<file path="config.mk">
export PLATFORM = sky130hd
export DESIGN_NAME = cmd_sequencer
export DESIGN_NICKNAME = d
export VERILOG_FILES = /design/src/rtl/cmd_sequencer.sv
export SDC_FILE = /design/constraint.sdc
export NUM_CORES = 1
export LEC_CHECK = 0
export ABC_AREA = 1
export CORE_ASPECT_RATIO = 1.2
export CORE_MARGIN = 5
export CORE_UTILIZATION = 59
export CTS_CLUSTER_DIAMETER = 80
export DETAILED_ROUTE_END_ITERATION = 8
export MAX_ROUTING_LAYER = met4
export PLACE_DENSITY_LB_ADDON = 0.1
export SLEW_MARGIN = 20
export SYNTH_ARGS = -nofsm -noshare
export SYNTH_HDL_FRONTEND = slang
export SYNTH_SLANG_ARGS = --single-unit
</file>
<file path="constraint.sdc">
create_clock -name clk -period 5.9 [get_ports clk]
set_clock_uncertainty 0.2 [all_clocks]
set_input_delay 1.475 -clock clk [delete_from_list [all_inputs] [get_ports clk]]
set_output_delay 1.475 -clock clk [all_outputs]
set_load 0.1 [all_outputs]
</file>
<file path="src/rtl/cmd_sequencer.sv">
// cmd_sequencer: buffers host commands in a FIFO and issues them one at a time
// to RemoteComm, checking each response for the ack byte, retrying failed
// attempts and halting with a sticky error once the retries are used up.
`timescale 1ns/1ps
module cmd_sequencer #(
  parameter int         DEPTH     = 8,
  parameter int         TIMEOUT   = 200000,
  parameter int         MAX_RETRY = 2,
  parameter logic [7:0] ACK       = 8'hA5
) (
  input  logic        clk,
  input  logic        rst,
  input  logic [15:0] cmd_in,
  input  logic        push,
  output logic        full,
  output logic        empty,
  output logic [15:0] cmd,
  output logic        snd_cmd,
  input  logic        cmd_snt,
  input  logic        resp_rdy,
  input  logic [7:0]  resp,
  input  logic        clr_err,
  output logic        busy,
  output logic        cmd_done,
  output logic        err,
  output logic [15:0] err_cmd
);
  localparam int AW = (DEPTH > 1) ? $clog2(DEPTH) : 1;
  localparam int CW = $clog2(DEPTH + 1);
  localparam int TW = (TIMEOUT > 1) ? $clog2(TIMEOUT) : 1;
  localparam int RW = (MAX_RETRY > 0) ? $clog2(MAX_RETRY + 1) : 1;
  localparam logic [CW-1:0] FULL_COUNT = CW'(DEPTH);
  localparam logic [TW-1:0] TIMER_LAST = TW'(TIMEOUT - 1);
  localparam logic [RW-1:0] RETRY_LAST = RW'(MAX_RETRY);

  typedef enum logic [2:0] {
    S_IDLE,
    S_SEND,
    S_WAIT_SNT,
    S_WAIT_RESP,
    S_HALT
  } state_t;

  state_t        r_state;
  state_t        w_state_next;

  logic [15:0]   r_mem [DEPTH];
  logic [AW-1:0] r_wr_ptr;
  logic [AW-1:0] r_rd_ptr;
  logic [CW-1:0] r_count;
  logic [CW-1:0] w_count_next;
  logic [TW-1:0] r_timer;
  logic [RW-1:0] r_retry;
  logic [15:0]   r_cmd;
  logic [15:0]   r_err_cmd;
  logic          r_snd_cmd;
  logic          r_cmd_done;
  logic          r_err;
  logic          r_busy;
  logic          r_full;
  logic          r_empty;

  logic          w_pop;
  logic          w_push_ok;
  logic          w_timeout;
  logic          w_ack;
  logic          w_fail;
  logic          w_retry_ok;
  logic          w_give_up;
  logic          w_snd_next;
  logic          w_done_next;
  logic          w_err_next;
  logic          w_busy_next;
  logic          w_full_next;
  logic          w_empty_next;

  // The head is taken only from IDLE; a final failure flushes the FIFO and
  // wins over any push arriving in the same cycle.
  assign w_pop      = (r_state == S_IDLE) && (r_count != '0);
  assign w_timeout  = (r_timer == TIMER_LAST);
  assign w_ack      = resp_rdy && (resp == ACK);
  assign w_retry_ok = (r_retry < RETRY_LAST);
  assign w_give_up  = w_fail && !w_retry_ok;
  assign w_push_ok  = push && (r_state != S_HALT) && !w_give_up &&
                      ((r_count != FULL_COUNT) || w_pop);

  // State register
  always_ff @(posedge clk) begin
    if (rst) r_state <= S_IDLE;
    else     r_state <= w_state_next;
  end

  // Next-state logic; handshake inputs are tested before the timeout so they win
  always_comb begin
    w_state_next = r_state;
    w_fail       = 1'b0;
    case (r_state)
      S_IDLE:      if (w_pop) w_state_next = S_SEND;
      S_SEND:      w_state_next = S_WAIT_SNT;
      S_WAIT_SNT: begin
        if (cmd_snt)        w_state_next = S_WAIT_RESP;
        else if (w_timeout) w_fail = 1'b1;
      end
      S_WAIT_RESP: begin
        if (resp_rdy) begin
          if (w_ack) w_state_next = S_IDLE;
          else       w_fail = 1'b1;
        end else if (w_timeout) begin
          w_fail = 1'b1;
        end
      end
      S_HALT:      if (clr_err) w_state_next = S_IDLE;
      default:     w_state_next = S_IDLE;
    endcase
    if (w_fail) w_state_next = w_retry_ok ? S_SEND : S_HALT;
  end

  // Output logic: next values of the registered Moore outputs
  always_comb begin
    w_snd_next   = (w_state_next == S_SEND);
    w_done_next  = (r_state == S_WAIT_RESP) && w_ack;
    w_err_next   = r_err;
    if (w_give_up)                             w_err_next = 1'b1;
    else if ((r_state == S_HALT) && clr_err)   w_err_next = 1'b0;
    w_busy_next  = (w_state_next != S_IDLE) || (w_count_next != '0);
    w_full_next  = (w_count_next == FULL_COUNT);
    w_empty_next = (w_count_next == '0);
  end

  // FIFO occupancy after this cycle's push, pop or flush
  always_comb begin
    w_count_next = r_count;
    if (w_give_up)                 w_count_next = '0;
    else if (w_push_ok && !w_pop)  w_count_next = r_count + CW'(1);
    else if (!w_push_ok && w_pop)  w_count_next = r_count - CW'(1);
  end

  // FIFO storage; no reset so it maps onto block RAM
  always_ff @(posedge clk) begin
    if (w_push_ok) r_mem[r_wr_ptr] <= cmd_in;
  end

  // FIFO pointers and count
  always_ff @(posedge clk) begin
    if (rst || w_give_up) begin
      r_wr_ptr <= '0;
      r_rd_ptr <= '0;
    end else begin
      if (w_push_ok) r_wr_ptr <= r_wr_ptr + AW'(1);
      if (w_pop)     r_rd_ptr <= r_rd_ptr + AW'(1);
    end
    if (rst) r_count <= '0;
    else     r_count <= w_count_next;
  end

  // Command register (registered RAM read), wait timer and retry counter
  always_ff @(posedge clk) begin
    if (rst) begin
      r_cmd   <= '0;
      r_timer <= '0;
      r_retry <= '0;
    end else begin
      if (w_pop) r_cmd <= r_mem[r_rd_ptr];
      if (((r_state == S_WAIT_SNT) && !cmd_snt) || (r_state == S_WAIT_RESP))
        r_timer <= r_timer + TW'(1);
      else
        r_timer <= '0;
      if (w_pop)                       r_retry <= '0;
      else if (w_fail && w_retry_ok)   r_retry <= r_retry + RW'(1);
    end
  end

  // Output registers
  always_ff @(posedge clk) begin
    if (rst) begin
      r_snd_cmd  <= 1'b0;
      r_cmd_done <= 1'b0;
      r_err      <= 1'b0;
      r_err_cmd  <= '0;
      r_busy     <= 1'b0;
      r_full     <= 1'b0;
      r_empty    <= 1'b1;
    end else begin
      r_snd_cmd  <= w_snd_next;
      r_cmd_done <= w_done_next;
      r_err      <= w_err_next;
      if (w_give_up) r_err_cmd <= r_cmd;
      r_busy     <= w_busy_next;
      r_full     <= w_full_next;
      r_empty    <= w_empty_next;
    end
  end

  assign full     = r_full;
  assign empty    = r_empty;
  assign cmd      = r_cmd;
  assign snd_cmd  = r_snd_cmd;
  assign busy     = r_busy;
  assign cmd_done = r_cmd_done;
  assign err      = r_err;
  assign err_cmd  = r_err_cmd;

endmodule
</file>
# --- After elaboration in Yosys (flattened, before gate mapping) ---
# Memory sizes are Yosys's and may differ from the RTL's. A register that Yosys moved wholly into a read port is not among the register bits.
# Index checks and enable logic that the tools add are counted.
# W data, S select, Z words.
word_totals:
  ramBits: 128
  memories: 1
  out_inout_bits: 38
  regBits: 55
  elab_cells: 81
  inputBits: 30
mem_list:
  columns: ["memory", "words", "width", "rd", "rd_clocked_by_memory_dff", "wr", "line_no", "text"]
  rows:
  - ["r_mem", 8, 16, 1, 1, 1, "47", "logic [15:0] r_mem [DEPTH];"]
classes:
  reduce_logical: 29
  n_eq_ne: 10
  mux: 20
  order_cmp: 1
  n_addsub: 6
  bitwise: 1
op_table:
  columns: ["operator", "n"]
  rows:
  - ["$mux W3", 7]
  - ["$add A18 B1 Y18 const B", 1]
  - ["$eq A18 B18 Y1 const B", 1]
  - ["$pmux W3 S5", 1]
  - ["$logic_and A1 B1 Y1", 12]
  - ["$mux W4", 3]
  - ["$eq A8 B8 Y1 const B", 1]
  - ["$mux W1", 8]
  - ["$reduce_bool A4 Y1", 2]
  - ["$add A3 B1 Y3 const B", 2]
  - ["$eq A3 B1 Y1 const B", 2]
  - ["$eq A3 B2 Y1 const B", 2]
  - ["$logic_not A1 Y1", 5]
  - ["$add A4 B1 Y4 const B", 1]
  - ["$eq A4 B4 Y1 const B", 1]
  - ["$logic_not A4 Y1", 1]
  - ["$logic_or A1 B1 Y1", 4]
  - ["$ne A4 B4 Y1 const B", 1]
  - ["$reduce_or A2 Y1", 2]
  - ["$sub A4 B1 Y4 const B", 1]
  - ["$eq A3 B3 Y1 const B", 1]
  - ["$logic_not A3 Y1", 1]
  - ["$ne A3 B3 Y1 const B", 1]
  - ["$reduce_bool A3 Y1", 1]
  - ["5 further kinds", 5]

# --- Longest topological paths before layout ---
# Gate-level depths: netlist (run 1).
depth:
  depth_word: 16
  ltp_mapped: 17
  ltp_nobuf: 17

# --- Worst setup path after synthesis (run 1) ---
# No wires, ideal clock.
synth_path:
  kind: "input port to flip-flop"
  start: "in resp[1]"
  end: "mem r_mem[1][0], enable pin"
  t_arrival_ns: 3.275
  path_buffers: 0
  setup_slack_ns: 2.037
  t_required_ns: 5.312
  path_stages: 13
  setup_time_ns: 0.388
  path_cell_list: "inv_1 > nand2_1 > nor3_1 > nand3_1 > nand2_1 > nand2_1 > nand3_4 > nand2_1 > a21oi_2 > inv_2 > nor2_1 > inv_2 > nor2_1"
synth_via:
  elab_chain_cells: 11
synth_rtl:
  columns: ["element", "line_no", "text"]
  rows:
  - ["start, declared", "21", "input logic [7:0] resp,"]
  - ["$eq A8 B8 Y1", "81", "assign w_ack = resp_rdy && (resp == ACK);"]
  - ["$logic_and A1 B1 Y1", "81", null]
  - ["$mux W1", "106", "if (w_ack) w_state_next = S_IDLE;"]
  - ["$mux W1", "105", "if (resp_rdy) begin"]
  - ["$pmux W1 S2", "97", "case (r_state)"]
  - ["$logic_and A1 B1 Y1", "83", "assign w_give_up = w_fail && !w_retry_ok;"]
  - ["$logic_not A1 Y1", "84", "assign w_push_ok = push && (r_state != S_HALT) && !w_give_up &&"]
  - ["$logic_and A1 B1 Y1 (2 in series)", "84", null]
  - ["$mux W1", "140", "if (w_push_ok) r_mem[r_wr_ptr] <= cmd_in;"]
  - ["$mux W1 (implied by the code)", "140", null]
  - ["end, declared", "47", null]
# No other way between the ends.

# --- Worst setup path in the final report (run 1) ---
layout_path:
  start: "in resp[0]"
  end: "mem r_mem[3][8], enable pin"
# Same word-level chain as after synthesis.

==> metrics.md, run 1 <==
| Metric | Value |
|---|---|
| Status | completed |
| Mapped Cells | roughly 700 |
| Register area share after synthesis | around two thirds |
| Count of hold-fix buffers inserted at cts | 0 |
| Die Height | 137 um |
| Mean Syn Cell Area | around 11 um^2 |
| Async S/R FF share, synth | 0% |
| Post-CTS resize count | 0 |
| Final Hold Vio Count | 0 |
| Synth top area share | 48.47% |
| Via density | 5.782 |
| Top cells by area, synth | edfxtp_1 48%, dfxtp_1 18%, nand2_1 4.7% |
| Starting DRT DRC Count | 390 |
| Number of antenna-violating nets in the routed design | 0 |
| CP Class | primary input to flip-flop |
| P per Cell Area | approximately 480 nW/um^2 |
| CTS Buf Count | 17 |
| Fill cells | about 930 |
| Multi-input gate area | about 2300 um^2 |
| Die ar. | 15,870 um^2 |
| Htree depth | 4 |
| CTS tree | yes |
| Via count | 5,487 |
| Worst setup EP type | flip-flop |
| Fin crit period | about 4.0 ns |
| Final net count | 803 |
| Die X | approximately 120 um |
| Netlist Area Pre-Place | about 7900 um^2 |
| Worst slew margin | 27.39% |
| Area growth syn-to-layout | 18.51% |
| # IOs | just under 70 |
| # Post-CTS Setup Buffers | 0 |
| Finish-stage setup viols | 0 |
| Sink Count | between 150 and 200 |
| Seq cells post-synth | about 200 |
| Hold WC Path Type | flip-flop to flip-flop |
| Max VDD drop | around 0.0005 V |
| Max-slew violations | 0 |
| Core box area | ~13,000 um^2 |
| First-pass GRT wire length | around 27,000 um |
| Input/output buffers | 67 |
| Post-synth EDFFs | around 130 |
| Leak Pwr | 3.174 nW |
| CTS clk-pin slew, worst paths | ~0.070 ns |
| Worst-path fanout max | 26 |
| DRC | 0 |
| Unrepaired setup endpoints after global routing | false |
| Starting Density | 60.17% |
| WP data required | 5.82 ns |
| Max-cap violations | 0 |
| Non-Filler Instances | approximately 950 |
| Final WL | between 15,000 and 20,000 um |
| Cell Rows | 46 |
| Dpl hpwl | ~11,000 um |
| Gr usage total | a little under a quarter |
| Vias in the first global route | 5,428 |
| Antenna Cells | 0 |
| Distinct cell type count after synthesis | 38 |
| Share of cells above drive strength 1 | 9.347% |
| FF+latch area | about 5300 um^2 |
| Clk_lat worst skew | ~0.44 ns |
| Placed insts | about 920 |
| Wire per inst | approximately 18 um |
| Slew @ Worst Pin | between 1 and 1.5 ns |
| Crit share post-route | between 60% and 70% |
| Initial antenna violation count | 0 |
| Yosys Warn Count | 0 |
| GPL Wtd Cong | between 0.9 and 1 |
| CTS root buffer | clkbuf_16 |
| Largest net degree at the start of global routing | a little under 70 |
| Sum Neg Setup Slack | 0 ns |
| Dominant cell type by area after synthesis | edfxtp_1 |
| Bufs on Longest Clock Path | 2 |
| CP startpoint kind | primary input |
| Drt first pass iters | 6 |
| Net Count, Synth | 736 |
| Peak Freq | 0.2502 GHz |
| Overflow after GRT | 0 |
| Commonest register cell after synthesis | edfxtp_1 |
| CP arrival | 3.91 ns |
## registers in the layout, summed over array words and instances (netlist names)
| signal | count |
|---|---|
| cmd | 16 |
| r_count | 4 |
| r_timer | 18 |
| r_retry | 2 |
| r_rd_ptr | 3 |
| r_mem | 128 |
| r_wr_ptr | 3 |
| err_cmd | 16 |
| full | 1 |
| busy | 1 |
| snd_cmd | 1 |
| err | 1 |
| cmd_done | 1 |
| r_state | 3 |
| empty | 1 |
## area by class of cell
type | count | area share (%)
clock buffer | 21 | 5.365
multi-input combinational | 419 | 24.91
sequential | 199 | 56.04
tap | 168 | 2.237
inverter | 52 | 2.077
timing repair buffer | 79 | 8.095
clock inverter | 11 | 1.278
## synthesized netlist by cell type (3+ instances only)
cell type    n
edfxtp_1   128
nand2_1    100
nor2_1      73
dfxtp_1     71
a21oi_1     50
inv_1       45
o21ai_0     42
nand3_1     33
mux2i_1     32
o221ai_1    32
clkbuf_1    17
buf_2       10
nor3_1       8
inv_2        6
ha_1         5
nand2_2      5
nor2_2       5
buf_1        4
nor3b_1      4
nand3_2      3
nand4_1      3
## layer usage
metal  vias up  GRT usage [%]  wire [um]
li1       2622              -          -
met1      2648          28.67       7023
met2       187          36.47       8326
met3        30          4.909       1100
met4         0          7.479        288
met5         -              -          0
## report_power, final
part	switching, mW	total, mW	internal (mW)
registers	0.0920	1.72	1.62
clock network	0.505	1.19	0.687
logic	1.15	1.58	0.432
## worst max-delay path: stages
cell and delay, ns:
clkdlybuf4s50_1 0.49, nand2_1 0.06, nor3_1 0.13, nand3_1 0.09
nand2_1 0.12, nand2_1 0.12, nand3_4 0.28, nand2_1 0.16
a21oi_2 0.30, inv_2 0.09, nor2_1 0.14, inv_2 0.07
nor2_1 0.11, buf_4 0.26
## worst paths after layout
check / start / to / slack (ns) / cells past startpoint
hold / removal: r_timer[0]$_SDFF_PP0_ / r_timer[0]$_SDFF_PP0_ / 0.25 / 1
hold reg to reg: r_timer[0]$_SDFF_PP0_ / r_timer[0]$_SDFF_PP0_ / 0.25 / 1
setup reg to reg: r_timer[0]$_SDFF_PP0_ / r_mem[3][8]$_DFFE_PP_ / 2.94 / 15
setup / recovery: resp[0] / r_mem[3][8]$_DFFE_PP_ / 1.90 / 14
## per-stage QoR
stage	hold slack (ns)	total power [mW]	util (%)	worst slack [ns]	cell area (um^2)
final	0.2515	4.487	71.30	1.903	9398
after global placement	0.2264	3.273	66.57	1.633	8773
after CTS	0.2558	4.497	71.30	1.943	9398
after floorplan	0.2179	2.939	-	2.037	7930
after global routing	0.2898	4.702	71.30	1.654	9398
after detailed placement	0.2390	3.316	66.57	1.515	8773
## cell families (layout without fill, tap and decap cells)
kind of cell / count (synthesis) / after routing / synth area share (%)
fa+ha+maj: 5 / 5 / 0.7889
simple gates: 245 / 245 / 13.98
mux: 32 / 32 / 4.039
xor+xnor: 3 / 3 / 0.3314
compound gates: 134 / 134 / 10.38
flops: 199 / 199 / 66.39
buf+inv: 83 / 163 / 4.086
## layout by cell type (no fill, tap or decap), types with 2 or more instances in the layout
| master | netlist | routed |
|---|---|---|
| a21oi_1 | 50 | 50 |
| a21oi_2 | 2 | 2 |
| buf_4 | 0 | 12 |
| clkbuf_16 | 0 | 20 |
| clkdlybuf4s50_1 | 0 | 67 |
| clkinv_4 | 0 | 2 |
| dfxtp_1 | 71 | 70 |
| edfxtp_1 | 128 | 128 |
| ha_1 | 5 | 5 |
| inv_1 | 45 | 45 |
| inv_2 | 6 | 6 |
| inv_4 | 0 | 2 |
| inv_6 | 0 | 3 |
| mux2i_1 | 32 | 32 |
| nand2_1 | 100 | 100 |
| nand2_2 | 5 | 5 |
| nand3_1 | 33 | 33 |
| nand3_2 | 3 | 3 |
| nand3b_1 | 2 | 2 |
| nand4_1 | 3 | 3 |
| nor2_1 | 73 | 73 |
| nor2_2 | 5 | 5 |
| nor3_1 | 8 | 8 |
| nor3_2 | 2 | 2 |
| nor3b_1 | 4 | 4 |
| nor4_1 | 2 | 2 |
| nor4_2 | 2 | 2 |
| o21ai_0 | 42 | 42 |
| o21ai_1 | 2 | 2 |
| o221ai_1 | 32 | 32 |
| o41ai_1 | 2 | 2 |
| xor2_1 | 2 | 2 |
Note: power is estimated with default switching activity, not from simulation.
==> run 2: changes to the inputs <==
- CORE_UTILIZATION: 59 -> 57
- clock period: 5.9 -> 3.7 ns (I/O delays scaled with it)
==> run 2 against run 1 <==
  * Cell count grew 0.63%
  * Die area grew 3.2%
  * Critical path depth unchanged
  * Register-to-register slack got worse by 2.0 ns
  * Routed wire length grew 0.65%
  * Global-route usage fell by 1.3 points
  * Via count shrank 0.53%
  * Sequential power rose by 59%
  * Core utilization is 3.0 points lower
  * Largest power group unchanged
  * Highest routed layer unchanged
==> metrics.md, run 2 (synthesis gave the netlist of run 1 again) <==
| Metric | Value |
|---|---|
| CP max-delay cell | clkdlybuf4s50_1 |
| Hold WC Path Type | flip-flop to flip-flop |
| P per Cell Area | about 750 nW/um^2 |
| First-pass GRT wire length | about 27,000 um |
| Finish-stage setup viols | 0 |
| CTS Buf Count | 17 |
| Largest register FFs | between 100 and 150 |
| Via density | 5.715 |
| Peak Freq | roughly 0.32 GHz |
| Sum Neg Setup Slack | 0 ns |
| Max VDD drop | approximately 0.00086 V |
| Number of antenna-violating nets in the routed design | 0 |
| Starting DRT DRC Count | approximately 420 |
| Largest stage delay on the critical path | between 0.4 and 0.5 ns |
| Starting Density | 57.88% |
| Critical path buffer and inverter count | 4 |
| Most flops, register | r_mem |
| Die ar. | 16,380 um^2 |
| Via count | between 5,000 and 6,000 |
| DRC | 0 |
| Crit path max-delay family | simple AND/OR/NAND/NOR gates |
| CTS root buffer | clkbuf_16 |
| CTS clk-pin slew, worst paths | approximately 0.08 ns |
| Crit path top cell by count | nand2_1 |
| Worst slew margin | between 30% and 40% |
| Status | completed |
| GPL Wtd Cong | 0.8040 |
| Max-cap violations | 0 |
| Worst-path cell chain | clkdlybuf4s50_1 -> nand2_1 -> nor3_1 -> nand3_1 -> nand2_1 -> nand2_1 -> nand3_4 -> nand2_1 -> a21oi_2 -> inv_2 -> nor2_1 -> inv_2 -> nor2_1 -> buf_12 |
| Max-slew violations | 0 |
| Post-CTS resize count | 0 |
| Final WS setup | 0.6047 ns |
| Pre-CTS setup slack | between 0.15 and 0.2 ns |
| Bufs on Longest Clock Path | 2 |
| Unrepaired setup endpoints after global routing | false |
| Clk_lat worst skew | roughly 0.43 ns |
| Count of hold-fix buffers inserted at cts | 0 |
| Final Hold Vio Count | 0 |
| Initial antenna violation count | 0 |
| Final net count | just over 800 |
| Overflow after GRT | 0 |
| Fin crit period | 3.095 ns |
| Htree depth | 4 |
| Crit share post-route | 83.66% |
| CP startpoint kind | primary input |
| CP arrival | ~3.0 ns |
| Commonest non-fill, non-tap cell in the layout | edfxtp_1 |
| Antenna Cells | 0 |
| Worst setup EP type | flip-flop |
| Wire per inst | between 15 and 20 um |
| Slew @ Worst Pin | 1.038 ns |
| CP Class | primary input to flip-flop |
| Worst-path fanout max | 16 |
| CTS tree | yes |
| Core box area | 13,700 um^2 |
| Vias in the first global route | roughly 5,400 |
| Share of cells above drive strength 1 | between 10% and 20% |
| Leak Pwr | 3.256 nW |
| Drt first pass iters | 5 |
| WP data required | 3.64 ns |
| Sink Count | about 200 |
| Dpl hpwl | around 11,000 um |
| Gr usage total | 21.35% |
| Die Height | about 140 um |
| Largest net degree at the start of global routing | 67 |
| Area growth syn-to-layout | 18.02% |
| Top flop regs | r_mem: 128 flops, r_timer: 18 flops |
| Die X | ~120 um |
| Cell Rows | 47 |
| Input/output buffers | 67 |
| # Post-CTS Setup Buffers | 0 |
| # IOs | around 70 |
| Final WL | roughly 17,000 um |
| Most frequent cells in the layout | 128 x edfxtp_1, 100 x nand2_1, 73 x nor2_1 |
==> run 2: cell types whose count changed in the layout (fill, tap and decap cells not counted), sizes merged <==
cell | before | now
clkdlybuf4s50 | 67 | 29
buf | 12 | 53
clkinvlp | 0 | 1
clkbuf | 21 | 18
inv | 57 | 59
==> run 2: power by group <==
part | switching, mW | leakage, nW | internal (mW) | total (mW)
clock | 0.832 | 0.299 | 0.989 | 1.82
sequential | 0.147 | 1.74 | 2.59 | 2.74
combinational | 1.82 | 1.22 | 0.662 | 2.48
total | 2.80 | 3.26 | 4.24 | 7.04
==> run 2: layer usage <==
layer	share of wire (%)	global-route usage, %
met1	44	26.85
met2	48	33.94
met3	6.0	5.398
met4	2.1	7.428
met5	0	-
==> run 2: worst register-to-register path: stages (launching register included) <==
cell and delay, ns:
dfxtp_1 0.42, inv_1 0.08, ha_1 0.23, nand2_1 0.11
nor2_1 0.07, nor3_4 0.14, inv_2 0.20, a21oi_2 0.31
inv_2 0.09, nor2_1 0.13, inv_2 0.07, nor2_1 0.20
buf_12 0.19
==> run 2: stage by stage <==
stage / std cells / utilization (%) / cell area [um^2] / total power [mW] / hold slack, ns
6_report: 955 / 68.30 / 9359 / 7.037 / 0.2546
2_1_floorplan: 701 / - / 7930 / 4.686 / 0.2179
3_5_place_dp: 923 / 63.99 / 8767 / 5.252 / 0.2459
5_1_grt: 955 / 68.30 / 9359 / 7.368 / 0.2833
3_3_place_gp: 923 / 63.99 / 8767 / 5.196 / 0.2264
4_1_cts: 955 / 68.30 / 9359 / 7.067 / 0.2590
==> run 2: layout make-up <==
class / count / area [um^2]
Sequential cell: 199 / 5266
Fill cell: 1000 / 4343
Multi-Input combinational cell: 419 / 2341
Timing Repair Buffer: 82 / 750.7
Clock buffer: 18 / 450.4
Tap cell: 171 / 214.0
Inverter: 52 / 195.2
Clock inverter: 14 / 141.4
==> run 2: final timing paths <==
| kind | start | endpoint | slack [ns] | cells after the start |
|---|---|---|---|---|
| worst max-delay path | resp[0] | r_mem[5][10]$_DFFE_PP_ | 0.60 | 14 |
| worst min register to register | r_timer[0]$_SDFF_PP0_ | r_timer[0]$_SDFF_PP0_ | 0.25 | 1 |
| worst max register to register | r_count[0]$_SDFF_PP0_ | r_mem[5][10]$_DFFE_PP_ | 0.97 | 12 |
| worst min-delay path | r_timer[0]$_SDFF_PP0_ | r_timer[0]$_SDFF_PP0_ | 0.25 | 1 |
==> run 3: changes to the inputs <==
- CORE_UTILIZATION: 57 -> 52
- clock period: 3.7 -> 2.55 ns (I/O delays scaled with it)
==> run 3 against run 2 <==
  * Clock power rose by 41%
  * Die area rose by 8.8%
  * Register-to-register slack lost 0.83 ns
  * Final area increased by 4.9%
  * Combinational power up 55%
  * First-iteration DRC count fell by 13%
  * Cell count is 6.5% higher
==> metrics.md, run 3 (synthesis gave the netlist of run 1 again) <==
| Metric | Value |
|---|---|
| Share of cells above drive strength 1 | approximately a fifth |
| Die ar. | about 18,000 um^2 |
| Bufs on Longest Clock Path | 2 |
| Cell Rows | 49 |
| Drt first pass iters | 5 |
| Met2 usage in global routing | between 30% and 40% |
| Area growth syn-to-layout | 23.86% |
| CTS root buffer | clkbuf_16 |
| Via count | 5,501 |
| Flop pwr share | between 30% and 40% |
| Vias in the first global route | 5,407 |
| Final core occ | between 60% and 70% |
| Final WL | 17,410 um |
| Number of antenna-violating nets in the routed design | 0 |
| Commonest non-fill, non-tap cell in the layout | edfxtp_1 |
| M1 GR Usage | between 20% and 30% |
| Die Height | ~150 um |
| Finish-stage setup viols | 0 |
| Clk_lat worst skew | ~0.43 ns |
| Worst slew margin | 66.44% |
| Largest register FFs | 128 |
| R2r setup slk | approximately 0.14 ns |
| Logic gate share of total power | between 30 and 40% |
| CTS clk-pin slew, worst paths | roughly 0.070 ns |
| Overflow after GRT | 0 |
| Leak Pwr | 3.456 nW |
| Max-cap violations | 0 |
| Top flop regs | r_mem: 128 flops, r_timer: 18 flops |
| Status | completed |
| # IOs | slightly below 70 |
| Sink Count | a little under 200 |
| Count of hold-fix buffers inserted at cts | 0 |
| Most frequent cells in the layout | 128 x edfxtp_1, 96 x nand2_1, 70 x buf_4 |
| WP data required | 2.50 ns |
| Final net count | around 840 |
| CP startpoint kind | primary input |
| Worst setup EP type | flip-flop |
| Peak Freq | roughly 0.4 GHz |
| Gr usage total | 20.73% |
| Fin crit period | ~2.5 ns |
| First-pass GRT wire length | 27,750 um |
| Dpl hpwl | between 10,000 and 15,000 um |
| Clock power frac | 24.6% |
| CTS Buf Count | 17 |
| Via density | 5.409 |
| Largest net degree at the start of global routing | 67 |
| DRC | 0 |
| GPL Wtd Cong | roughly 0.91 |
| CP Class | primary input to flip-flop |
| Starting DRT DRC Count | 369 |
| Pre-CTS setup slack | -0.5054 ns |
| CP arrival | 2.43 ns |
| Crit share post-route | roughly 97% |
| Die X | approximately 120 um |
| CTS tree | yes |
| Sw Share | slightly below 40% |
| Final Hold Vio Count | 0 |
| P_int | approximately 6.4 mW |
| Input/output buffers | 67 |
| Unrepaired setup endpoints after global routing | true |
| Max VDD drop | between 0.0006 and 0.0007 V |
| Most flops, register | r_mem |
| Final WS setup | about 0.07 ns |
| Met3 global-route usage | 4.048% |
| Max-slew violations | 0 |
| Total Power | between 10 and 15 mW |
| Slew @ Worst Pin | ~0.50 ns |
| Antenna Cells | 0 |
| Sum Neg Setup Slack | 0 ns |
| Htree depth | 4 |
| Wire per inst | roughly 17 um |
| Hold WC Path Type | flip-flop to flip-flop |
| P per Cell Area | 1062 nW/um^2 |
| Worst-path fanout max | 8 |
| GRT busiest layer | met2 |
| Switching Power | slightly above 4 mW |
| Starting Density | ~53% |
| Core box area | 14,960 um^2 |
| Initial antenna violation count | 0 |
## run 3: path summary, 6_finish.rpt
path,startpoint,end,depth (start not counted)
worst max register to register,r_timer[0]$_SDFF_PP0_,r_mem[1][13]$_DFFE_PP_,15
worst min-delay path,r_timer[0]$_SDFF_PP0_,r_timer[0]$_SDFF_PP0_,1
worst min register to register,r_timer[0]$_SDFF_PP0_,r_timer[0]$_SDFF_PP0_,1
worst max-delay path,resp[6],r_mem[1][13]$_DFFE_PP_,13
## run 3: cell type report
type                            count  area (um^2)
Sequential cell                   199         5269
Tap cell                          204        255.2
Fill cell                        1164         5137
Timing Repair Buffer              111         1067
Clock inverter                     12        130.1
Clock buffer                       20        436.7
Inverter                           52        202.7
Multi-Input combinational cell    419         2461
## run 3: timing repair
item / in CTS / in global routing
pin swaps: 0 / 10
gates cloned: 0 / 1
setup buffers: 0 / 5
endpoints found under the hold margin: 0 / 0
endpoints found under the setup margin: 64 / 137
resized for setup: 3 / 22
## run 3: metal layers
metal	vias up	part of all wire [%]	wire, um
met2	132	51	8840
met1	2657	43	7494
met4	0	1.2	203
li1	2694	-	-
met5	-	0	0
met3	18	5.0	869
## run 3: worst max-delay path, stage by stage
cell and delay (ns):
clkdlybuf4s50_1 0.43, nor2_2 0.11, nand3_1 0.10, nand2_2 0.09, nand2_2 0.08, nand3_4 0.08, nand2_4 0.06, a21oi_4 0.19
inv_4 0.07, nor2_4 0.14, clkinv_4 0.11, nor2_4 0.15, clkbuf_16 0.18
## run 3: per-stage QoR
stage          instance area (um^2)  instances  hold WS (ns)
2_1_floorplan                  8008        701        0.2179
3_3_place_gp                   9121        979        0.2270
3_5_place_dp                   9121        979        0.2369
4_1_cts                        9701       1011        0.2539
5_1_grt                        9822       1017        0.2299
6_report                       9822       1017        0.2127
## run 3: power groups by stage
stage                     clock network, mW  registers, mW  logic (mW)
final                                  2.56           4.02        3.85
after global routing                   2.75           4.05        4.15
after CTS                              2.63           4.01        3.83
after detailed placement                  0           4.08        3.81
after global placement                    0           4.08        3.71
after floorplan                           0           5.08        1.76
